$ cat config.mk
export PLATFORM = sky130hd
export DESIGN_NAME = csa_mult_sequencer
export DESIGN_NICKNAME = d
export VERILOG_FILES = /design/src/rtl/mult_pkg.sv /design/src/rtl/carry_save_adder_y_equal_z.sv /design/src/rtl/csa_mult_sequencer.sv
export SDC_FILE = /design/constraint.sdc
export NUM_CORES = 1
export LEC_CHECK = 0
export BUFFER_PORTS_ARGS = -buffer_cell sky130_fd_sc_hd__buf_2
export CAP_MARGIN = 20
export CORE_MARGIN = 3
export CORE_UTILIZATION = 64
export CTS_CLUSTER_DIAMETER = 150
export DETAILED_ROUTE_END_ITERATION = 7
export PLACE_DENSITY = 0.85
export SKIP_CTS_REPAIR_TIMING = 1
export SLEW_MARGIN = 20
export SYNTH_ARGS = -nofsm -noshare
export SYNTH_HDL_FRONTEND = slang
export SYNTH_HIERARCHICAL = 1
export SYNTH_SLANG_ARGS = --single-unit
$ cat constraint.sdc
create_clock -name clk_i -period 5.5 [get_ports clk_i]
set_input_delay 0 -clock clk_i [delete_from_list [all_inputs] [get_ports clk_i]]
set_output_delay 0 -clock clk_i [all_outputs]
set_load 0.05 [all_outputs]
$ cat src/rtl/mult_pkg.sv
// Shared types and width helpers for the iterative carry-save multiplier.
package mult_pkg;

    typedef enum logic [1:0] {
        IDLE    = 2'd0,
        ACCUM   = 2'd1,
        RESOLVE = 2'd2,
        DONE    = 2'd3
    } state_t;

    function automatic int clog2(input int n);
        int r;
        int v;
        r = 0;
        v = n - 1;
        while (v > 0) begin
            r = r + 1;
            v = v >> 1;
        end
        return r;
    endfunction

    function automatic int PROD_W(input int n);
        return 2 * n;
    endfunction

endpackage

$ cat src/rtl/carry_save_adder_y_equal_z.sv
// One carry-save stage: three operands in, redundant sum/carry out with the carry pre-shifted.
module carry_save_adder_y_equal_z #(
    parameter int DATA_SIZE_x = 16,
    parameter int DATA_SIZE_y = 16
) (
    input  logic [DATA_SIZE_x-1:0] x,
    input  logic [DATA_SIZE_y-1:0] y,
    input  logic [DATA_SIZE_y-1:0] z,
    output logic [DATA_SIZE_y-1:0] u,
    output logic [DATA_SIZE_y:0]   v
);

    logic [DATA_SIZE_y-1:0] xe;

    // x may be narrower than y/z; it is zero-extended to the common width.
    assign xe = DATA_SIZE_y'(x);
    assign u  = xe ^ y ^ z;
    assign v  = {(xe & y) | (xe & z) | (y & z), 1'b0};

endmodule

$ cat src/rtl/csa_mult_sequencer.sv
// Radix-2 unsigned multiplier: one partial product per cycle into carry-save
// sum/carry registers, then a single carry-propagate resolve cycle.
//
// state   | meaning
// IDLE    | waiting for an operand pair, in_ready_o high
// ACCUM   | adding one partial product per edge in redundant form
// RESOLVE | collapsing sum + carry into product_o
// DONE    | product_o valid, held until out_ready_i
module csa_mult_sequencer
    import mult_pkg::*;
#(
    parameter int DATA_SIZE  = 8,
    parameter bit EARLY_EXIT = 1'b0
) (
    input  logic                     clk_i,
    input  logic                     rst_i,
    input  logic                     in_valid_i,
    output logic                     in_ready_o,
    input  logic [DATA_SIZE-1:0]     a_i,
    input  logic [DATA_SIZE-1:0]     b_i,
    output logic                     out_valid_o,
    input  logic                     out_ready_i,
    output logic [2*DATA_SIZE-1:0]   product_o,
    output logic                     busy_o
);

    localparam int PW = PROD_W(DATA_SIZE);
    localparam int CW = clog2(DATA_SIZE) + 1;

    state_t                state;
    logic [PW-1:0]         s_q;
    logic [PW-1:0]         c_q;
    logic [PW-1:0]         a_q;
    logic [DATA_SIZE-1:0]  b_q;
    logic [CW-1:0]         count;

    logic [PW-1:0]         pp;
    logic [PW-1:0]         s_next;
    logic [PW:0]           v_next;
    logic                  last_accum;

    assign pp = b_q[0] ? a_q : '0;

    // With early exit, stop once no set multiplier bits remain after this one.
    assign last_accum = (count == CW'(DATA_SIZE - 1)) ||
                        (EARLY_EXIT && ((b_q >> 1) == '0));

    carry_save_adder_y_equal_z #(
        .DATA_SIZE_x (PW),
        .DATA_SIZE_y (PW)
    ) u_csa (
        .x (pp),
        .y (s_q),
        .z (c_q),
        .u (s_next),
        .v (v_next)
    );

    always_ff @(posedge clk_i) begin
        if (rst_i) begin
            state       <= IDLE;
            s_q         <= '0;
            c_q         <= '0;
            a_q         <= '0;
            b_q         <= '0;
            count       <= '0;
            product_o   <= '0;
            out_valid_o <= 1'b0;
            busy_o      <= 1'b0;
            in_ready_o  <= 1'b1;
        end else begin
            case (state)
                IDLE: begin
                    if (in_valid_i) begin
                        a_q        <= PW'(a_i);
                        b_q        <= b_i;
                        s_q        <= '0;
                        c_q        <= '0;
                        count      <= '0;
                        state      <= ACCUM;
                        in_ready_o <= 1'b0;
                        busy_o     <= 1'b1;
                    end
                end
                ACCUM: begin
                    s_q   <= s_next;
                    // The carry out of the top bit is dropped; the product fits in PW bits.
                    c_q   <= v_next[PW-1:0];
                    a_q   <= a_q << 1;
                    b_q   <= b_q >> 1;
                    count <= count + CW'(1);
                    if (last_accum) begin
                        state <= RESOLVE;
                    end
                end
                RESOLVE: begin
                    product_o   <= s_q + c_q;
                    out_valid_o <= 1'b1;
                    busy_o      <= 1'b0;
                    state       <= DONE;
                end
                DONE: begin
                    if (out_ready_i) begin
                        out_valid_o <= 1'b0;
                        in_ready_o  <= 1'b1;
                        state       <= IDLE;
                    end
                end
                default: begin
                    state       <= IDLE;
                    out_valid_o <= 1'b0;
                    busy_o      <= 1'b0;
                    in_ready_o  <= 1'b1;
                end
            endcase
        end
    end

endmodule

## Yosys cells after proc, flatten, opt, wreduce, memory -nomap -nowiden

Cells that the tools add are included.

- Flip-flop bits (word level): 81
- Input port bits: 20
- Logic and storage cells: 57

- Bitwise operators: 7
- Add/subtract/negate cells: 2
- Muxes and demuxes: 21
- Eq/ne operators: 7
- Reductions and logical operators: 10

Operator list:

| cell | count |
|---|---|
| one-hot mux 16 bit (2 select lines) | 3 |
| two-way mux 16 bit | 3 |
| bitwise AND 15 bit | 3 |
| XOR 16 bit | 2 |
| OR 15 bit | 2 |
| adder 16 bit | 1 |
| one-hot mux 8 bit (2 select lines) | 1 |
| two-way mux 8 bit | 1 |
| one-hot mux 2 bit (4 select lines) | 1 |
| one-hot mux 4 bit (2 select lines) | 1 |
| nonzero test 2 bit | 4 |
| two-way mux 2 bit | 3 |
| != test 2 bit, second input constant | 3 |
| one-hot mux 1 bit (2 select lines) | 3 |
| AND reduction 2 bit | 3 |
| AND reduction 3 bit | 2 |
| adder 4 x 1 -> 4 bit, second input constant | 1 |
| equality test 2 bit, second input constant | 2 |
| equality test 4 x 3 -> 1 bit, second input constant | 1 |
| two-way mux 1 bit | 4 |
| two-way mux 4 bit | 1 |
| equality test 2 x 1 -> 1 bit, second input constant | 1 |
| zero test 2 bit | 1 |

## Logic depth before layout (Yosys ltp)

- Depth after elaboration: 5
- Gate-level depth with buffers: 9
- Depth with buffers taken out: 7

## Modules after synthesis

Netlist, hierarchy kept.

Modules (own cells, without submodules):

| module | instances | cells an instance | area an instance (µm²) |
|---|---|---|---|
| csa_mult_sequencer | 1 | 440 | 3868.7 |
| carry_save_adder_y_equal_z | 1 | 18 | 331.6 |

## Worst setup path before layout

OpenSTA, ideal clock, no wires.

- Path kind: reg-to-reg
- Start point: register s_q[0]
- End point: register product_o[12]
- Cell stages (with the launch flop): 8
- Setup slack: 3.511 ns
- Data required time: 5.378 ns
- Buffers on the path: 0
- Period minus slack after synthesis: 1.989 ns
- Arrival: 1.867 ns
- Setup time: 0.122 ns
- Cells stage by stage: dfxtp_1 -> ha_1 -> fa_1 -> a21o_1 -> nand4_1 -> a21boi_1 -> o221a_1 -> a221o_1

- Longest elaborated chain between the ends: 1

Ends and longest elaborated chain:

| what | line | source |
|---|---|---|
| from (decl) | csa_mult_sequencer.sv:31 | `logic [PW-1:0] s_q;` |
| from (signal assigned) | csa_mult_sequencer.sv:86 | `s_q <= s_next;` |
| adder 16 bit | csa_mult_sequencer.sv:97 | `product_o <= s_q + c_q;` |
| to (signal assigned) | csa_mult_sequencer.sv:97 |  |
| to (decl) | csa_mult_sequencer.sv:23 | `output logic [2*DATA_SIZE-1:0] product_o,` |

Every way passes these cells.
A chain may end at the register's enable or synchronous reset.

## Worst setup path after layout

- Start point: register state[1]
- End point: register a_q[3]

- Longest elaborated chain between the ends: 3
- Elaborated cells on any way between the ends: 6

Ends and longest elaborated chain:

| what | line | source |
|---|---|---|
| from (decl) | csa_mult_sequencer.sv:30 | `state_t state;` |
| from (signal assigned) | csa_mult_sequencer.sv:61 | `state <= IDLE;` |
| from (signal assigned) | csa_mult_sequencer.sv:80 | `state <= ACCUM;` |
| from (signal assigned) | csa_mult_sequencer.sv:93 | `state <= RESOLVE;` |
| equality test 2 x 1 -> 1 bit or zero test 2 bit (tied branches) | csa_mult_sequencer.sv:72 | `case (state)` |
| nonzero test 2 bit (no line) or != test 2 bit (tied branches) | n/a |  |
| AND reduction 2 bit (no line) | n/a |  |
| to (signal assigned) | csa_mult_sequencer.sv:75 | `a_q <= PW'(a_i);` |
| to (signal assigned) | csa_mult_sequencer.sv:89 | `a_q <= a_q << 1;` |
| to (decl) | csa_mult_sequencer.sv:33 | `logic [PW-1:0] a_q;` |

Parallel ways exist; a longest one is shown, timed or not.

==> qor.yml <==
outcome:
  outcome: "complete, but fails checks"
  violations: "hold timing"
global_routing:
  grt_pass1_wl_um: 15100
  grt_pass1_vias: 3185
  grt.total_usage: 0.249
  grt_max_degree: 87
  antenna_found_initial: 0
  grt-ovfl-total: 0
clocking:
  clk_pin_slew_ns: 0.09
  clock_path_buffers: 2
  ctsHtreeMaxLevel: 3
  numCtsBuffers: 9
  insertion_delay_ns: 0.36
  cts_sinks: 81
  cts_root_buf: "clkbuf_8"
  cts_tree: "done"
run:
  cap_violations: 0
timing:
  maxSlewHeadroom: 0.266
  hold_viol_final: 3
  drv_slew: 0
  fin_crit_sh: 0.473
  fin_crit_ns: 2.60
  setup_tns_ns: 0
  setup_viol: 0
  worst_pin_slew_ns: 1.10
  fin_hold_ws_ns: -0.0255
  rsz0062_at_grt: "no"
  finClkSkew_ns: 0.00978
  clock.fmax_mhz: 384
  worst_slack_ns: 2.90
routing:
  vias: 3483
  via_per_inst: 6.13
  drt_iter0_markers: 220
  drt_wl_total_um: 8950
  dr.pass1.iters: 5
  remaining_drc_errors: 0
  ant_nets: 0
  wl_per_cell_um: 15.7
worst_setup_path:
  startpoint_type: "register"
  cp_data_arrival_time_ns: 2.87
  cp-end-kind: "register"
  path_cells: "inv_1 > ha_1 > o21a_1 > nor2_1 > a211oi_1"
  worstReg2RegEnd: "a_q[3]$_SDFFE_PP0P_"
  critical_path_required_ns: 5.77
  criticalPathCategory: "register to register"
  worst_r2r_startpoint: "state[1]$_SDFFE_PP0P_"
  cp_slowest_stage_delay_ns: 0.89
  path_max_fanout: 28
  cp_slowest_cell: "ha_1"
  r2r_slack_ns: 2.90
  rr_worst_depth: 5
logic_synthesis:
  synth_top_area_cell: "dfxtp_1"
  yosysUniqueCellTypes: 53
  yosys_warnings: 6
  synth_area_per_cell_sq_um: 9.17
  async_reset_ff_frac: 0
  synth_fp_nets: 515
  synth_top_area_share: 0.386
  synth-edff-count: 0
  yosys-top-cells-area: "dfxtp_1 (39%), fa_1 (8.1%), a22oi_1 (7.7%), nor2_1 (7.3%), ha_1 (6.0%)"
  yosysMostFrequentCell: "nor2_1"
  synth_flop_cell: "dfxtp_1"
  synth.yosys.seq_area_share: 0.386
  synthCells: 458
  synth_commonest_cells: "nor2_1 (82), dfxtp_1 (81), a22oi_1 (43)"
  synthesis.area_sq_mm: 0.00420
  synth_seq_cells: 81
worst_hold_path:
  min_to: "a_q[5]$_SDFFE_PP0P_"
  hold_path_class: "input pin to register"
  hold_depth: 3
  hold_start: "a_i[5]"
die:
  die-height_um: 87.0
  fp.coreArea_sq_mm: 0.00613
  initial_core_util: 0.685
  die_w_um: 87.0
  rows: 28
  die_area_sq_mm: 0.00757
  io_pins: 39
final_layout:
  n_antenna_cell: 0
  fin_nets: 545
  drive_gt1_frac: 0.118
  area_growth_pct: 11.7
placement:
  io_buffers: 38
  place.gp.congestion: 0.935
  dp_hpwl_um: 5960
  dp_slack_ns: 2.93
power_and_ir_drop:
  p_leak_nw: 1.97
  p_per_area_mw_per_mm2: 411
  ir_drop_mv: 0.482
-- cells by family after synthesis --
family / synth area share
other: 0.000893
AO/OA/AOI/OAI: 0.217
AND/OR/NAND/NOR: 0.163
XOR/XNOR: 0.00834
flip-flops: 0.386
adder cells (fa/ha/maj): 0.141
buffers and inverters: 0.0372
multiplexers: 0.0477
-- worst max-delay path, delay by kind of cell, from the launching register on --
kind                       cells  cell delay, ns
AOI/OAI and AO/OA              2            1.06
buffers and inverters          1            0.09
and+or+nand+nor                1            0.11
DFF                            1            0.35
adders and majority gates      1            0.89
-- worst max-delay path by stage --
stage / endpoint / slack (ns) / cells after the start / start
final: a_q[3]$_SDFFE_PP0P_ / 2.90 / 5 / state[1]$_SDFFE_PP0P_
after CTS: a_q[3]$_SDFFE_PP0P_ / 2.89 / 5 / state[1]$_SDFFE_PP0P_
after global placement: a_q[4]$_SDFFE_PP0P_ / 3.11 / 5 / state[1]$_SDFFE_PP0P_
after detailed placement: a_q[3]$_SDFFE_PP0P_ / 2.93 / 5 / state[1]$_SDFFE_PP0P_
after global routing: a_q[7]$_SDFFE_PP0P_ / 2.60 / 5 / state[1]$_SDFFE_PP0P_
after floorplan: product_o[12]$_SDFFE_PP0P_ / 3.51 / 7 / s_q[0]$_SDFFE_PP0P_
-- stage by stage --
step | power, W | std cells | utilization | area, sq um | hold WS (ns)
after floorplan | 0.00129 | 458 | - | 4200 | 0.182
after global placement | 0.00138 | 544 | 0.714 | 4380 | 0.296
after detailed placement | 0.00141 | 544 | 0.714 | 4380 | 0.310
after CTS | 0.00192 | 560 | 0.752 | 4610 | -0.0701
after global routing | 0.00205 | 568 | 0.765 | 4690 | 0.00447
final | 0.00193 | 568 | 0.765 | 4690 | -0.0255
-- layer usage --
layer  GRT usage  vias up  share of wire
met2       0.369      105           0.45
met4      0.0992        0          0.020
li1            -     1705              -
met1       0.363     1655           0.48
met3      0.0397       18          0.053
met5           0        -              0
-- sequential cells by signal, summed over array words and instances (netlist names) --
signal / flops
a_q: 16
b_q: 8
busy_o: 1
c_q: 16
count: 4
in_ready_o: 1
out_valid_o: 1
product_o: 16
s_q: 16
state: 2
-- layout make-up --
class                           instances  area [sq um]
Inverter                                6          22.5
Clock buffer                           11           131
Tap cell                               75          93.8
Fill cell                             433          1440
Sequential cell                        81          1620
Multi-Input combinational cell        341          2430
Timing Repair Buffer                   49           293
Clock inverter                          5           104
-- cell usage in the layout (no fill, tap or decap), types with 4 or more instances in the layout --
master	instances
ha_1	20
nor2_1	82
nand2_1	17
o21ai_0	5
a21oi_1	24
a211oi_1	19
fa_1	17
nand3_1	5
inv_1	6
mux2i_1	20
dfxtp_1	81
nor3_1	7
nor3b_1	4
buf_2	38
a21o_1	6
and2_1	19
o21a_1	5
a22oi_1	43
dlygate4sd3_1	8
clkbuf_8	9
o211ai_1	4
-- report_power, final --
| group | switching (W) | internal [W] | total (W) | leakage (nW) |
|---|---|---|---|---|
| Clock | 0.000219 | 0.000302 | 0.000521 | 0.118 |
| Sequential | 0.0000633 | 0.000666 | 0.000730 | 0.658 |
| Combinational | 0.000465 | 0.000211 | 0.000676 | 1.20 |
Note: power is estimated with default switching activity, not from simulation.
